<file path="config.mk">
export PLATFORM = sky130hd
export DESIGN_NAME = dm_cache_ctrl
export DESIGN_NICKNAME = d
export VERILOG_FILES = /design/src/rtl/dm_cache_ctrl.sv
export SDC_FILE = /design/constraint.sdc
export NUM_CORES = 1
export LEC_CHECK = 0
export CAP_MARGIN = 20
export CORE_AREA = 2 2 283 285
export CTS_BUF_LIST = sky130_fd_sc_hd__clkbuf_8
export CTS_CLUSTER_SIZE = 24
export DETAILED_ROUTE_END_ITERATION = 7
export DIE_AREA = 0 0 285 287
export SETUP_SLACK_MARGIN = 0.1
export SKIP_CTS_REPAIR_TIMING = 1
export SLEW_MARGIN = 0
export SYNTH_ARGS = -nofsm -noshare
export SYNTH_HDL_FRONTEND = slang
export SYNTH_SLANG_ARGS = --single-unit
export TNS_END_PERCENT = 100
</file>
<file path="constraint.sdc">
create_clock -name clk -period 3.25 [get_ports clk]
set_input_delay 0.4875 -clock clk [delete_from_list [all_inputs] [get_ports clk]]
set_output_delay 0.4875 -clock clk [all_outputs]
set_load 0.01 [all_outputs]
</file>
<file path="src/rtl/dm_cache_ctrl.sv">
// Control FSM for a direct-mapped, write-back, write-allocate cache.
// Drives the external tag/data arrays and sequences victim write-back and line refill.
module dm_cache_ctrl #(
  parameter int unsigned ADDR_W  = 32,
  parameter int unsigned INDEX_W = 10,
  parameter int unsigned LINE_W  = 128,
  parameter int unsigned WORD_W  = 32
) (
  input  logic                                          clk,
  input  logic                                          rst_n,
  input  logic                                          cpu_req_valid,
  input  logic                                          cpu_req_rw,
  input  logic [ADDR_W-1:0]                             cpu_req_addr,
  input  logic [WORD_W-1:0]                             cpu_req_data,
  output logic                                          cpu_res_ready,
  output logic [WORD_W-1:0]                             cpu_res_data,
  output logic [INDEX_W-1:0]                            arr_index,
  output logic                                          tag_we,
  output logic                                          data_we,
  output logic [ADDR_W-INDEX_W-$clog2(LINE_W/8)+1:0]    tag_wdata,
  input  logic [ADDR_W-INDEX_W-$clog2(LINE_W/8)+1:0]    tag_rdata,
  output logic [LINE_W-1:0]                             data_wdata,
  input  logic [LINE_W-1:0]                             data_rdata,
  output logic                                          mem_req_valid,
  output logic                                          mem_req_rw,
  output logic [ADDR_W-1:0]                             mem_req_addr,
  output logic [LINE_W-1:0]                             mem_req_data,
  input  logic                                          mem_data_ready,
  input  logic [LINE_W-1:0]                             mem_data,
  output logic [15:0]                                   hit_count,
  output logic [15:0]                                   miss_count
);
  localparam int unsigned OFF_W  = $clog2(LINE_W/8);
  localparam int unsigned BSEL_W = $clog2(WORD_W/8);
  localparam int unsigned WSEL_W = $clog2(LINE_W/WORD_W);
  localparam int unsigned NWORDS = LINE_W/WORD_W;
  localparam int unsigned TAG_W  = ADDR_W-INDEX_W-OFF_W;
  localparam logic [15:0] CNT_MAX = 16'hFFFF;

  typedef struct packed {
    logic             valid;
    logic             dirty;
    logic [TAG_W-1:0] tag;
  } tag_entry_t;

  typedef enum logic [1:0] {IDLE, COMPARE, WRITE_BACK, ALLOCATE} state_t;

  state_t              state, next_state;
  logic                req_rw;
  logic [TAG_W-1:0]    req_tag;
  logic [INDEX_W-1:0]  req_index;
  logic [WSEL_W-1:0]   req_wsel;
  logic [WORD_W-1:0]   req_data;
  logic [TAG_W-1:0]    victim_tag;
  logic                replay;
  tag_entry_t          rd_entry;
  logic                hit;
  logic [WORD_W-1:0]   rd_word;
  logic [LINE_W-1:0]   merged_line;
  logic                unused_addr_bits;

  assign rd_entry         = tag_entry_t'(tag_rdata);
  assign hit              = rd_entry.valid && (rd_entry.tag == req_tag);
  assign unused_addr_bits = ^cpu_req_addr[BSEL_W-1:0];

  // Selected word of the current line, and the line with the store word merged in
  always_comb begin
    rd_word     = '0;
    merged_line = data_rdata;
    for (int unsigned w = 0; w < NWORDS; w++) begin
      if (req_wsel == WSEL_W'(w)) begin
        rd_word                         = data_rdata[w*WORD_W +: WORD_W];
        merged_line[w*WORD_W +: WORD_W] = req_data;
      end
    end
  end

  always_ff @(posedge clk or negedge rst_n) begin
    if (!rst_n) state <= IDLE;
    else        state <= next_state;
  end

  always_comb begin
    next_state = state;
    unique case (state)
      IDLE:       if (cpu_req_valid) next_state = COMPARE;
      COMPARE: begin
        if (hit)                                  next_state = IDLE;
        else if (rd_entry.valid && rd_entry.dirty) next_state = WRITE_BACK;
        else                                      next_state = ALLOCATE;
      end
      WRITE_BACK: if (mem_data_ready) next_state = ALLOCATE;
      ALLOCATE:   if (mem_data_ready) next_state = COMPARE;
      default:    next_state = IDLE;
    endcase
  end

  always_comb begin
    cpu_res_ready = 1'b0;
    cpu_res_data  = '0;
    arr_index     = '0;
    tag_we        = 1'b0;
    data_we       = 1'b0;
    tag_wdata     = '0;
    data_wdata    = '0;
    mem_req_valid = 1'b0;
    mem_req_rw    = 1'b0;
    mem_req_addr  = '0;
    mem_req_data  = '0;
    unique case (state)
      IDLE: ;
      COMPARE: begin
        arr_index = req_index;
        if (hit) begin
          cpu_res_ready = 1'b1;
          if (req_rw) begin
            data_we    = 1'b1;
            data_wdata = merged_line;
            tag_we     = 1'b1;
            tag_wdata  = {1'b1, 1'b1, req_tag};
          end else begin
            cpu_res_data = rd_word;
          end
        end
      end
      // Array contents at this index are untouched here, so data_rdata stays stable
      WRITE_BACK: begin
        arr_index     = req_index;
        mem_req_valid = 1'b1;
        mem_req_rw    = 1'b1;
        mem_req_addr  = {victim_tag, req_index, OFF_W'(0)};
        mem_req_data  = data_rdata;
      end
      ALLOCATE: begin
        arr_index     = req_index;
        mem_req_valid = 1'b1;
        mem_req_addr  = {req_tag, req_index, OFF_W'(0)};
        if (mem_data_ready) begin
          data_we    = 1'b1;
          data_wdata = mem_data;
          tag_we     = 1'b1;
          tag_wdata  = {1'b1, 1'b0, req_tag};
        end
      end
      default: ;
    endcase
  end

  // Request latch, victim tag, replay flag and saturating counters
  always_ff @(posedge clk or negedge rst_n) begin
    if (!rst_n) begin
      req_rw     <= 1'b0;
      req_tag    <= '0;
      req_index  <= '0;
      req_wsel   <= '0;
      req_data   <= '0;
      victim_tag <= '0;
      replay     <= 1'b0;
      hit_count  <= '0;
      miss_count <= '0;
    end else begin
      if (state == IDLE && cpu_req_valid) begin
        req_rw    <= cpu_req_rw;
        req_tag   <= cpu_req_addr[ADDR_W-1 -: TAG_W];
        req_index <= cpu_req_addr[OFF_W +: INDEX_W];
        req_wsel  <= cpu_req_addr[BSEL_W +: WSEL_W];
        req_data  <= cpu_req_data;
        replay    <= 1'b0;
      end
      if (state == COMPARE) begin
        if (hit) begin
          if (!replay && hit_count != CNT_MAX) hit_count <= hit_count + 16'd1;
        end else begin
          if (miss_count != CNT_MAX) miss_count <= miss_count + 16'd1;
          if (rd_entry.valid && rd_entry.dirty) victim_tag <= rd_entry.tag;
        end
      end
      if (state == ALLOCATE && mem_data_ready) replay <= 1'b1;
    end
  end
endmodule

</file>
==> results.cfg <==
[clock_tree]
clockBufferDepth = 2
cts_root_buffer = clkbuf_8
clk_latency_ns = 0.53
htreeDepth = 4
cts_inserted_buffers = 17
cts_tree = done
path_clk_slew_ns = 0.08
cts.sinks = 116

[logic_synthesis]
synth_edf_count = 0
synthDistinctLibCells = 42
yosysTopAreaCellShare = 0.2933
ys_seq_elements = 116
ys.flop_type = dfrtp_1
syn_avg_cell_area_sq_um = 9.104
yosys_warnings = 0
netlist_instances = 1087
ys_seq_area_frac = 0.2933
yosysTopAreaCell = dfrtp_1
syn_area_sq_um = 9896
synth_area_leaders = dfrtp_1 (29%), mux2i_1 (13%), mux2_2 (9.4%)
synthArstFlopShare = 1.000

[final_layout]
layout-drive-gt1-share = 0.3241
most-common-layout-cells = clkdlybuf4s50_1 (537), nand2_1 (145), and2_1 (140), mux2i_1 (128), dfrtp_1 (113)
layout_commonest_cell = clkdlybuf4s50_1
final_cell_area_sq_um = 21210
syn_to_final_growth_pct = 114.4
fin_nets = 2262
fin_cells = 2981
fin_util = 0.2698

[run_status]
violations = negative setup slack
outcome = finished, violations left

[hold_path]
hold_path_class = in -> reg
min_to = victim_tag[4]
min_from = tag_rdata[4]
hold_depth = 2

[floorplan]
die_y_um = 287
die_width_um = 285
rows = 103
start_util = 0.1259
core_area_sq_um = 78610
die_area_sq_um = 81800
top_level_ports = 732

[sta]
min_period_ns = 3.451
relSlewSlack = 0.5112
final_hold_viol_count = 0
grt_setup_unrepaired = true
setup_viol = 81
fin_crit_sh = 1.062
setup_slack_ns = -0.2008
fmax_mhz = 289.8
drv_slew = 0
fin_skew_ns = 0.02450
holdWs_ns = 0.4146
finalSetupTns_ns = -6.679
worstMarginPinSlew_ns = 0.7331

[placed_design]
dp.cells = 2871
portBuffers = 725
post-dp-hpwl_mm = 65.32
gp_congestion = 0.9263
place_area_sq_um = 19170
pre_cts_slack_ns = -0.7392

[critical_path]
rr_startpoint = req_tag[10]
regToRegSetupSlack_ns = 0.73
r2r_cells = 10
crit_type = in -> out
worstSetupStartpointType = input pin
endpoint_kind = primary output
crit_arrival_ns = 2.96
r2r_end = miss_count[14]
critPathRequiredTime_ns = 2.76
crit_path_max_fanout = 8

[job]
drv_cap = 0

[routing]
drc = 0
drt_pre_antenna_iters = 5
via_per_inst = 4.189
routed_wl_mm = 87.19
vias = 12486
drt_iter0_drc = 643
wl_per_cell_um = 29.25
ant_nets = 0

[global_routing]
grt_pass1_wl_mm = 105.2
grt_usage = 0.1864
grt_pass1_vias = 12380
antenna_found_initial = 22
gr-total-overflow = 0
grt_max_degree = 86

[power_and_ir_drop]
p_leak_nw = 9.435
p_per_area_nw_per_um2 = 590.6
power.total_mw = 12.53
peakVddDrop_mv = 0.3934
cells in the mapped netlist, types with 13 or more instances:
cell type	n
nand4_1	14
a22o_1	18
mux4_2	32
dfrtp_1	116
o21ai_0	127
nand2_1	147
clkbuf_1	57
nor2_1	13
nor2b_1	52
xnor2_1	34
nand3_1	15
mux2i_1	128
and2_1	149
mux2_2	83
xor2_1	13
final cells by class:
class | count | area [sq um]
inverters | 8 | 30.03
clock buffers | 18 | 247.7
well taps | 1050 | 1314
clock inverters | 13 | 158.9
fillers | 8427 | 57400
flip-flops and latches | 116 | 2912
diodes | 9 | 22.52
repair buffers | 887 | 9044
multi-input cells | 880 | 7485
power breakdown:
group,internal (mW),switching [mW]
Combinational,4.13,4.05
Sequential,2.03,0.760
Clock,0.772,0.785
Total,6.93,5.60
layer usage:
layer,global-route usage,vias to the layer above,share of wire
met5,0,-,0.00089
met4,0.05301,12,0.039
met3,0.06722,126,0.097
met2,0.3019,702,0.45
met1,0.2324,6192,0.41
li1,-,5454,-
registers in the layout (all words and copies together), names as in the netlist:
name / flops
req_data: 32
req_tag: 18
victim_tag: 18
hit_count: 16
miss_count: 16
req_index: 10
req_wsel: 2
state: 2
replay: 1
req_rw: 1
cells by family after synthesis:
logic type	count (synthesis)	share of synthesized area
AO/OA/AOI/OAI	156	0.08889
XOR/XNOR	47	0.04160
adder cells (fa/ha/maj)	7	0.008850
buffers and inverters	97	0.04324
flip-flops	116	0.2933
multiplexers	244	0.2979
other	1	0.0003790
AND/OR/NAND/NOR	419	0.2258
critical path: stages:
cell and delay (ns):
clkdlybuf4s50_1 0.53, xnor2_2 0.13, buf_4 0.14, nand4_1 0.22, nor3_4 0.28, nand4_4 0.17
buf_12 0.19, buf_16 0.15, clkbuf_16 0.19, buf_6 0.13, o21ai_4 0.17, buf_6 0.15
how the worst max path moves through the flow:
stage | endpoint | depth (start not counted) | slack, ns | start
6_report | data_wdata[29] | 12 | -0.20 | tag_rdata[10]
5_1_grt | data_wdata[29] | 11 | -0.30 | req_tag[11]
4_1_cts | data_wdata[67] | 7 | -0.86 | req_tag[13]
3_5_place_dp | data_wdata[67] | 8 | -0.74 | tag_rdata[13]
3_3_place_gp | data_wdata[56] | 9 | -0.74 | tag_rdata[4]
2_1_floorplan | data_wdata[110] | 7 | 0.81 | tag_rdata[9]
No activity file was read; power rests on OpenSTA's default activity.
